<file path="src/rtl/qdec_cabac_package.sv">
// Types and context-index tables shared by the CABAC transform-tree encoder and decoder.
package qdec_cabac_package;

    typedef enum logic [3:0] {
        IDLE_TRAFO           = 4'd0,
        JUDGE_SPLIT_TRAFO    = 4'd1,
        SPLIT_TRANSFORM_FLAG = 4'd2,
        JUDGE_CBF_CHROMA     = 4'd3,
        CBF_CB               = 4'd4,
        CBF_CR               = 4'd5,
        JUDGE_TU             = 4'd6,
        CBF_LUMA             = 4'd7,
        TU_CODING            = 4'd8,
        ITERATION_TRAFO      = 4'd9,
        ENDING_TRAFO         = 4'd10
    } t_state_trafo_enc;

    localparam logic PRED_MODE_INTRA = 1'b1;

    // split_transform_flag context is selected by 5 - log2TrafoSize
    localparam logic [9:0] CTXIDX_SPLIT_TRANSFORM_FLAG [0:2] = '{10'd60, 10'd61, 10'd62};
    localparam logic [9:0] CTXIDX_CBF_CB   [0:4] = '{10'd70, 10'd71, 10'd72, 10'd73, 10'd74};
    localparam logic [9:0] CTXIDX_CBF_CR   [0:4] = '{10'd80, 10'd81, 10'd82, 10'd83, 10'd84};
    localparam logic [9:0] CTXIDX_CBF_LUMA [0:1] = '{10'd90, 10'd91};

    function automatic logic [9:0] ctx_split(input logic [2:0] log2);
        case (log2)
            3'd5:    return CTXIDX_SPLIT_TRANSFORM_FLAG[0];
            3'd4:    return CTXIDX_SPLIT_TRANSFORM_FLAG[1];
            default: return CTXIDX_SPLIT_TRANSFORM_FLAG[2];
        endcase
    endfunction

    function automatic logic [9:0] ctx_cb(input logic [2:0] depth);
        return (depth > 3'd4) ? CTXIDX_CBF_CB[4] : CTXIDX_CBF_CB[depth];
    endfunction

    function automatic logic [9:0] ctx_cr(input logic [2:0] depth);
        return (depth > 3'd4) ? CTXIDX_CBF_CR[4] : CTXIDX_CBF_CR[depth];
    endfunction

    function automatic logic [9:0] ctx_luma(input logic [2:0] depth);
        return (depth == 3'd0) ? CTXIDX_CBF_LUMA[1] : CTXIDX_CBF_LUMA[0];
    endfunction

endpackage

</file>
<file path="src/rtl/qenc_trafo_fsm.sv">
// Transform-tree walker of the CABAC encoder: emits split/cbf bins and hands leaves to the TU encoder.
module qenc_trafo_fsm
    import qdec_cabac_package::*;
(
    input  logic        clk,
    input  logic        rst_n,
    input  logic        trafo_start,
    input  logic [2:0]  log2TrafoSize,
    input  logic [2:0]  maxTbLog2SizeY,
    input  logic [2:0]  minTbLog2SizeY,
    input  logic [2:0]  maxTrafoDepth,
    input  logic        intra_split_flag,
    input  logic        pred_mode,
    input  logic [0:0]  split_transform_flag_d0,
    input  logic [3:0]  split_transform_flag_d1,
    input  logic [15:0] split_transform_flag_d2,
    input  logic        cbf_cb_d0,
    input  logic [3:0]  cbf_cb_d1,
    input  logic [15:0] cbf_cb_d2,
    input  logic        cbf_cr_d0,
    input  logic [3:0]  cbf_cr_d1,
    input  logic [15:0] cbf_cr_d2,
    input  logic        cbf_luma_d0,
    input  logic [3:0]  cbf_luma_d1,
    input  logic [15:0] cbf_luma_d2,
    input  logic [63:0] cbf_luma_d3,
    output logic [9:0]  bin_ctx_addr,
    output logic        bin_val,
    output logic        bin_vld,
    input  logic        bin_rdy,
    output logic        EPMode_trafo,
    output logic        tu_start,
    output logic [2:0]  tu_depth,
    output logic [1:0]  tu_blkIdx,
    output logic        tu_cbf_luma,
    output logic        tu_cbf_cb,
    output logic        tu_cbf_cr,
    input  logic        tu_done,
    output logic        trafo_done_intr
);

    t_state_trafo_enc state_q, state_d;
    logic [2:0]       depth_q, depth_d;
    logic [2:0]       log2_q, log2_d;
    logic [4:0][1:0]  blk_q, blk_d;
    logic [4:0]       cb_stk_q, cb_stk_d;
    logic [4:0]       cr_stk_q, cr_stk_d;
    logic             split_q, split_d;
    logic             luma_q, luma_d;
    logic             bin_vld_q, bin_vld_d;
    logic             bin_val_q, bin_val_d;
    logic [9:0]       bin_ctx_q, bin_ctx_d;
    logic             tu_start_q, tu_start_d;
    logic             tu_issued_q, tu_issued_d;
    logic [2:0]       tu_depth_q, tu_depth_d;
    logic [1:0]       tu_blk_q, tu_blk_d;
    logic             tu_luma_q, tu_luma_d;
    logic             tu_cb_q, tu_cb_d;
    logic             tu_cr_q, tu_cr_d;
    logic             done_q, done_d;

    logic [5:0] cur_idx;
    logic       split_in, cb_in, cr_in, luma_in;
    logic [2:0] depth_p1, depth_m1;
    logic       parent_cb, parent_cr;
    logic       split_coded, split_inf;
    logic       cb_coded, cr_coded, chroma_inf_cb, chroma_inf_cr;
    logic       luma_coded;
    logic       chroma_done;

    // z-order index of the current node: parent index * 4 + blkIdx, one 2-bit digit per depth
    always_comb begin
        cur_idx = '0;
        for (int unsigned d = 1; d <= 4; d++) begin
            if (3'(d) <= depth_q) cur_idx = {cur_idx[3:0], blk_q[3'(d)]};
        end
    end

    // select the encoder decisions that belong to the current node
    always_comb begin
        split_in = 1'b0;
        cb_in    = 1'b0;
        cr_in    = 1'b0;
        luma_in  = cbf_luma_d3[cur_idx];
        case (depth_q)
            3'd0: begin
                split_in = split_transform_flag_d0[0];
                cb_in    = cbf_cb_d0;
                cr_in    = cbf_cr_d0;
                luma_in  = cbf_luma_d0;
            end
            3'd1: begin
                split_in = split_transform_flag_d1[cur_idx[1:0]];
                cb_in    = cbf_cb_d1[cur_idx[1:0]];
                cr_in    = cbf_cr_d1[cur_idx[1:0]];
                luma_in  = cbf_luma_d1[cur_idx[1:0]];
            end
            3'd2: begin
                split_in = split_transform_flag_d2[cur_idx[3:0]];
                cb_in    = cbf_cb_d2[cur_idx[3:0]];
                cr_in    = cbf_cr_d2[cur_idx[3:0]];
                luma_in  = cbf_luma_d2[cur_idx[3:0]];
            end
            default: ;
        endcase
    end

    // syntax-element presence and inferred values for the current node
    always_comb begin
        depth_p1      = depth_q + 3'd1;
        depth_m1      = depth_q - 3'd1;
        parent_cb     = (depth_q == 3'd0) ? 1'b1 : cb_stk_q[depth_m1];
        parent_cr     = (depth_q == 3'd0) ? 1'b1 : cr_stk_q[depth_m1];
        split_coded   = (log2_q <= maxTbLog2SizeY) && (log2_q > minTbLog2SizeY) &&
                        (depth_q < maxTrafoDepth) && !(intra_split_flag && depth_q == 3'd0);
        split_inf     = (log2_q > maxTbLog2SizeY) || (intra_split_flag && depth_q == 3'd0);
        cb_coded      = (log2_q > 3'd2) && parent_cb;
        cr_coded      = (log2_q > 3'd2) && parent_cr;
        chroma_inf_cb = (log2_q == 3'd2 && depth_q != 3'd0) ? parent_cb : 1'b0;
        chroma_inf_cr = (log2_q == 3'd2 && depth_q != 3'd0) ? parent_cr : 1'b0;
        luma_coded    = (pred_mode == PRED_MODE_INTRA) || (depth_q != 3'd0) ||
                        cb_stk_q[depth_q] || cr_stk_q[depth_q];
    end

    // tree-walk state machine with bin and TU handshakes
    always_comb begin
        state_d     = state_q;
        depth_d     = depth_q;
        log2_d      = log2_q;
        blk_d       = blk_q;
        cb_stk_d    = cb_stk_q;
        cr_stk_d    = cr_stk_q;
        split_d     = split_q;
        luma_d      = luma_q;
        bin_vld_d   = bin_vld_q;
        bin_val_d   = bin_val_q;
        bin_ctx_d   = bin_ctx_q;
        tu_start_d  = 1'b0;
        tu_issued_d = tu_issued_q;
        tu_depth_d  = tu_depth_q;
        tu_blk_d    = tu_blk_q;
        tu_luma_d   = tu_luma_q;
        tu_cb_d     = tu_cb_q;
        tu_cr_d     = tu_cr_q;
        done_d      = 1'b0;
        chroma_done = 1'b0;

        case (state_q)
            IDLE_TRAFO: begin
                if (trafo_start) begin
                    depth_d = '0;
                    log2_d  = log2TrafoSize;
                    blk_d   = '0;
                    state_d = JUDGE_SPLIT_TRAFO;
                end
            end
            JUDGE_SPLIT_TRAFO: begin
                if (split_coded) begin
                    split_d = split_in;
                    state_d = SPLIT_TRANSFORM_FLAG;
                end else begin
                    split_d = split_inf;
                    state_d = JUDGE_CBF_CHROMA;
                end
            end
            SPLIT_TRANSFORM_FLAG: begin
                if (!bin_vld_q) begin
                    bin_vld_d = 1'b1;
                    bin_val_d = split_q;
                    bin_ctx_d = ctx_split(log2_q);
                end else if (bin_rdy) begin
                    bin_vld_d = 1'b0;
                    state_d   = JUDGE_CBF_CHROMA;
                end
            end
            JUDGE_CBF_CHROMA: begin
                cb_stk_d[depth_q] = cb_coded ? cb_in : chroma_inf_cb;
                cr_stk_d[depth_q] = cr_coded ? cr_in : chroma_inf_cr;
                if (cb_coded)      state_d = CBF_CB;
                else if (cr_coded) state_d = CBF_CR;
                else               chroma_done = 1'b1;
            end
            CBF_CB: begin
                if (!bin_vld_q) begin
                    bin_vld_d = 1'b1;
                    bin_val_d = cb_stk_q[depth_q];
                    bin_ctx_d = ctx_cb(depth_q);
                end else if (bin_rdy) begin
                    bin_vld_d = 1'b0;
                    if (cr_coded) state_d = CBF_CR;
                    else          chroma_done = 1'b1;
                end
            end
            CBF_CR: begin
                if (!bin_vld_q) begin
                    bin_vld_d = 1'b1;
                    bin_val_d = cr_stk_q[depth_q];
                    bin_ctx_d = ctx_cr(depth_q);
                end else if (bin_rdy) begin
                    bin_vld_d   = 1'b0;
                    chroma_done = 1'b1;
                end
            end
            JUDGE_TU: begin
                if (luma_coded) begin
                    luma_d  = luma_in;
                    state_d = CBF_LUMA;
                end else begin
                    luma_d  = 1'b1;
                    state_d = TU_CODING;
                end
            end
            CBF_LUMA: begin
                if (!bin_vld_q) begin
                    bin_vld_d = 1'b1;
                    bin_val_d = luma_q;
                    bin_ctx_d = ctx_luma(depth_q);
                end else if (bin_rdy) begin
                    bin_vld_d = 1'b0;
                    state_d   = TU_CODING;
                end
            end
            TU_CODING: begin
                if (!tu_issued_q) begin
                    tu_start_d  = 1'b1;
                    tu_issued_d = 1'b1;
                    tu_depth_d  = depth_q;
                    tu_blk_d    = blk_q[depth_q];
                    tu_luma_d   = luma_q;
                    tu_cb_d     = cb_stk_q[depth_q];
                    tu_cr_d     = cr_stk_q[depth_q];
                end else if (tu_done) begin
                    tu_issued_d = 1'b0;
                    state_d     = ITERATION_TRAFO;
                end
            end
            // one pop per cycle while the last sibling at a depth has finished
            ITERATION_TRAFO: begin
                if (depth_q == 3'd0) begin
                    state_d = ENDING_TRAFO;
                end else if (blk_q[depth_q] != 2'd3) begin
                    blk_d[depth_q] = blk_q[depth_q] + 2'd1;
                    state_d        = JUDGE_SPLIT_TRAFO;
                end else begin
                    blk_d[depth_q] = '0;
                    depth_d        = depth_m1;
                    log2_d         = log2_q + 3'd1;
                end
            end
            ENDING_TRAFO: begin
                done_d  = 1'b1;
                state_d = IDLE_TRAFO;
            end
            default: state_d = IDLE_TRAFO;
        endcase

        // chroma flags of a node are complete: descend on split, otherwise move to the leaf
        if (chroma_done) begin
            if (split_q) begin
                depth_d         = depth_p1;
                log2_d          = log2_q - 3'd1;
                blk_d[depth_p1] = '0;
                state_d         = JUDGE_SPLIT_TRAFO;
            end else begin
                state_d = JUDGE_TU;
            end
        end
    end

    // state and output registers, cleared asynchronously
    always_ff @(posedge clk or negedge rst_n) begin
        if (!rst_n) begin
            state_q     <= IDLE_TRAFO;
            depth_q     <= '0;
            log2_q      <= '0;
            blk_q       <= '0;
            cb_stk_q    <= '0;
            cr_stk_q    <= '0;
            split_q     <= 1'b0;
            luma_q      <= 1'b0;
            bin_vld_q   <= 1'b0;
            bin_val_q   <= 1'b0;
            bin_ctx_q   <= '0;
            tu_start_q  <= 1'b0;
            tu_issued_q <= 1'b0;
            tu_depth_q  <= '0;
            tu_blk_q    <= '0;
            tu_luma_q   <= 1'b0;
            tu_cb_q     <= 1'b0;
            tu_cr_q     <= 1'b0;
            done_q      <= 1'b0;
        end else begin
            state_q     <= state_d;
            depth_q     <= depth_d;
            log2_q      <= log2_d;
            blk_q       <= blk_d;
            cb_stk_q    <= cb_stk_d;
            cr_stk_q    <= cr_stk_d;
            split_q     <= split_d;
            luma_q      <= luma_d;
            bin_vld_q   <= bin_vld_d;
            bin_val_q   <= bin_val_d;
            bin_ctx_q   <= bin_ctx_d;
            tu_start_q  <= tu_start_d;
            tu_issued_q <= tu_issued_d;
            tu_depth_q  <= tu_depth_d;
            tu_blk_q    <= tu_blk_d;
            tu_luma_q   <= tu_luma_d;
            tu_cb_q     <= tu_cb_d;
            tu_cr_q     <= tu_cr_d;
            done_q      <= done_d;
        end
    end

    assign bin_ctx_addr    = bin_ctx_q;
    assign bin_val         = bin_val_q;
    assign bin_vld         = bin_vld_q;
    assign EPMode_trafo    = 1'b0;
    assign tu_start        = tu_start_q;
    assign tu_depth        = tu_depth_q;
    assign tu_blkIdx       = tu_blk_q;
    assign tu_cbf_luma     = tu_luma_q;
    assign tu_cbf_cb       = tu_cb_q;
    assign tu_cbf_cr       = tu_cr_q;
    assign trafo_done_intr = done_q;

endmodule

</file>
<file path="config.mk">
export PLATFORM = sky130hd
export DESIGN_NAME = qenc_trafo_fsm
export DESIGN_NICKNAME = d
export VERILOG_FILES = /design/src/rtl/qdec_cabac_package.sv /design/src/rtl/qenc_trafo_fsm.sv
export SDC_FILE = /design/constraint.sdc
export NUM_CORES = 1
export LEC_CHECK = 0
export ABC_AREA = 1
export CORE_ASPECT_RATIO = 0.5
export CORE_UTILIZATION = 50
export CTS_CLUSTER_SIZE = 14
export DETAILED_ROUTE_END_ITERATION = 8
export PLACE_DENSITY_LB_ADDON = 0.12
export RECOVER_POWER = 50
export SYNTH_ARGS = -nofsm -noshare
export SYNTH_HDL_FRONTEND = slang
export SYNTH_SLANG_ARGS = --single-unit
export TNS_END_PERCENT = 30
</file>
<file path="constraint.sdc">
create_clock -name clk -period 6.32 [get_ports clk]
set_clock_uncertainty 0.05 [all_clocks]
set_input_delay 0.632 -clock clk [delete_from_list [all_inputs] [get_ports clk]]
set_output_delay 0.632 -clock clk [all_outputs]
set_load 0.01 [all_outputs]
</file>
==> run_results.csv <==
group,metric,value,unit
clock_tree,clk_latency,290,ps
sta,slew_headroom,-94.9,%
sta,setup_ws,1790,ps
sta,hold_viol,0,
clock_tree,cts-buffers-inserted,5,
placed_design,dp_hpwl,15.3,mm
floorplanning,design.core.area,0.0103,mm2
route,wl_met2,8.81,mm
synthesis,netlist_instances,869,
clock_tree,h-tree-depth,2,
power_and_ir_drop,total_power,2.57,mW
worst_hold_path,hold_path_end,"bin_ctx_addr[0]",
setup_path,cp-end-kind,"register",
clock_tree,post-cts-setup-buffer-count,0,
sta,drv_slew,53,
route,routed-wl-met3,2.14,mm
synthesis,synthArstFlopShare,100,%
sta,tns,0,ps
route,vias,6636,
route,via_per_inst,5.67,
synthesis,ys_seq_elements,52,
global_route,antenna_found_initial,0,
floorplanning,die_h,75.0,um
global_route,grt_pass1_wl,30.1,mm
sta,fin_crit_sh,71.6,%
finish,layout_common_cells,"251 x nand2_1, 183 x clkdlybuf4s50_1, 156 x nand3_1",
route,highest_layer,"met4",
placed_design,io_buffers,185,
run_status,status,"complete, but fails checks",
finish,final_layout_size_suffix_gt1_share,3.59,%
global_route,grt_pass1_vias,5767,
global_route,track_usage,34.9,%
route,drcViolationCount,0,
placed_design,dp_cells,1163,
route,wl_met1,8.51,mm
setup_path,cp-startpoint,"depth_q[0]",
worst_hold_path,hold_path_depth,2,
synthesis,synthFlopType,"dfrtp_1",
finish,postLayoutCellArea,0.00730,mm2
global_route,grt_max_degree,74,
run_status,violations,"capacitance limit, slew limit",
finish,layout.nets,1216,
route,drtPass1Iterations,7,
clock_tree,cts_buffer_depth,2,
setup_path,worstPathRequired,6450,ps
synthesis,synthDistinctLibCells,48,
sta,max_freq,0.221,GHz
finish,layout_commonest_cell,"nand2_1",
finish,synthToLayoutAreaGrowth,37.1,%
sta,period_needed,4530,ps
clock_tree,root_buffer,"clkbuf_16",
finish,antennaDiodeCount,0,
clock_tree,cts.sinks,52,
power_and_ir_drop,cellPowerDensity,352,mW/mm2
clock_tree,hold_buffers,0,
synthesis,synth_edf_count,0,
setup_path,startpoint_type,"register",
placed_design,place_area,0.00712,mm2
sta,rsz0062_at_grt,"no",
setup_path,r2r-start,"depth_q[0]",
worst_hold_path,worstHoldStart,"bin_ctx_addr[0]",
setup_path,path_class,"register to register",
job,max-cap-violations,1,
placed_design,place_ws,1930,ps
route,ant_nets,0,
synthesis,syn_area,0.00532,mm2
finish,finalNonFillerCells,1171,
global_route,grt-ovfl-total,0,
sta,worst_pin_slew,2920,ps
finish,fillers,908,
setup_path,worstPathArrival,4660,ps
floorplanning,io_pins,190,
setup_path,r2r_slack,1790,ps
clock_tree,cts_tree,"built",
floorplanning,dieArea,0.0111,mm2
clock_tree,cts-resized-gates,0,
placed_design,globalplace.congestion,0.954,
sta,setup_viol,0,
setup_path,r2r-end,"cb_stk_q[3]",
setup_path,rr_worst_depth,18,
power_and_ir_drop,p_leak,3.46,nW
route,drt-initial-drc-count,621,
route,wire_per_inst,16.9,um
floorplanning,start_util,51.8,%
route,drt_wl_total,19.8,mm
floorplanning,die_w,148,um
floorplanning,rows,26,
synthesis,yosys_warnings,0,
setup_path,cp_max_fo,73,
synthesis,seq_area_frac_synth,24.4,%
synthesis,syn_area_per_cell,6.13,um2
power_and_ir_drop,vdd_ir_drop_max,0.246,mV
worst_hold_path,min_path_type,"register to register",
clock_tree,path_clk_slew,70,ps
## where the power goes
| group | internal (mW) | total (mW) | switching, mW |
|---|---|---|---|
| clock network | 0.209 | 0.335 | 0.126 |
| registers | 0.431 | 0.555 | 0.125 |
| logic | 0.601 | 1.68 | 1.08 |
## worst max path at each step
stage | depth (start not counted) | slack [ps] | end
floorplan | 17 | 3560 | state_q[0]
global placement | 18 | 2060 | cb_stk_q[1]
detailed placement | 18 | 1930 | cb_stk_q[0]
CTS | 18 | 1890 | cb_stk_q[3]
global route | 18 | 1330 | cb_stk_q[3]
finish | 18 | 1790 | cb_stk_q[3]
## through the flow
| stage | util (%) | hold slack [ps] |
|---|---|---|
| after detailed placement | 69.3 | 414 |
| after global routing | 71.0 | 465 |
| final | 71.0 | 435 |
| after floorplan | - | 286 |
| after CTS | 71.0 | 440 |
| after global placement | 69.3 | 410 |
## sequential cells by signal, indices dropped and copies added (netlist names), 2 cells and up
| name | count |
|---|---|
| cb_stk_q | 5 |
| blk_q | 10 |
| tu_blkIdx | 2 |
| log2_q | 3 |
| state_q | 4 |
| depth_q | 3 |
| tu_depth | 3 |
| cr_stk_q | 5 |
| bin_ctx_addr | 7 |
## cell families (layout without fill, tap and decap cells)
group                    Yosys count  count (layout)  synth area share (%)
other                              1               4                0.0704
flip-flops                        52              52                  24.4
XOR/XNOR                           3               3                 0.494
adder cells (fa/ha/maj)           19              19                  4.47
AND/OR/NAND/NOR                  521             521                  43.7
buffers and inverters            158             317                  13.5
AO/OA/AOI/OAI                    115             115                  13.3
## cells in the mapped netlist, types with 2 or more instances
cell / instances / area, um2
nand2_1: 251 / 942
nand3_1: 156 / 781
inv_1: 111 / 417
nor2_1: 65 / 244
dfrtp_1: 52 / 1300
o21ai_0: 43 / 215
a21oi_1: 30 / 150
nand3b_1: 22 / 165
ha_1: 19 / 238
buf_2: 16 / 80.1
buf_4: 9 / 67.6
buf_6: 9 / 101
nor3_1: 9 / 45.0
inv_2: 7 / 26.3
o221ai_1: 6 / 52.6
o22ai_1: 5 / 31.3
a32oi_1: 4 / 35.0
nand4_1: 4 / 25.0
o211ai_1: 4 / 30.0
a211oi_1: 3 / 22.5
a22oi_1: 3 / 22.5
a31oi_1: 3 / 18.8
clkbuf_1: 3 / 11.3
nand2_2: 3 / 18.8
nand2_4: 3 / 33.8
inv_4: 2 / 12.5
nand3_2: 2 / 20.0
nor2_4: 2 / 22.5
o21ai_1: 2 / 10.0
o41ai_1: 2 / 17.5
xor2_1: 2 / 17.5
## per-layer routing
layer,vias up,GRT usage (%)
met2,376,56.6
met3,35,5.88
met1,3066,48.4
met5,-,0
met4,0,10.3
li1,3159,-
## area by class of cell
class | instances | area [um2] | share of cell area (%)
Clock buffer | 7 | 153 | 2.09
Clock inverter | 1 | 30.0 | 0.411
Inverter | 121 | 459 | 6.29
Multi-Input combinational cell | 662 | 3310 | 45.4
Sequential cell | 52 | 1300 | 17.8
Tap cell | 140 | 175 | 2.40
Timing Repair Buffer | 188 | 1870 | 25.6
## worst max-delay path: stages, from the launching register on
cell     delay (ps)
dfrtp_1         810
inv_2           330
ha_1            290
nand2_1         100
nand2_1         120
nand2_1         130
nand3_2         490
nand2_4         790
inv_4           320
nand2_1         150
nand3_1          80
nand3_1         140
nand3_1         100
nand3_1          80
nand3_1         100
nand2_1          90
nand2_2          90
nand2_1          70
nand2_1          50
Note: power is estimated with default switching activity, not from simulation.
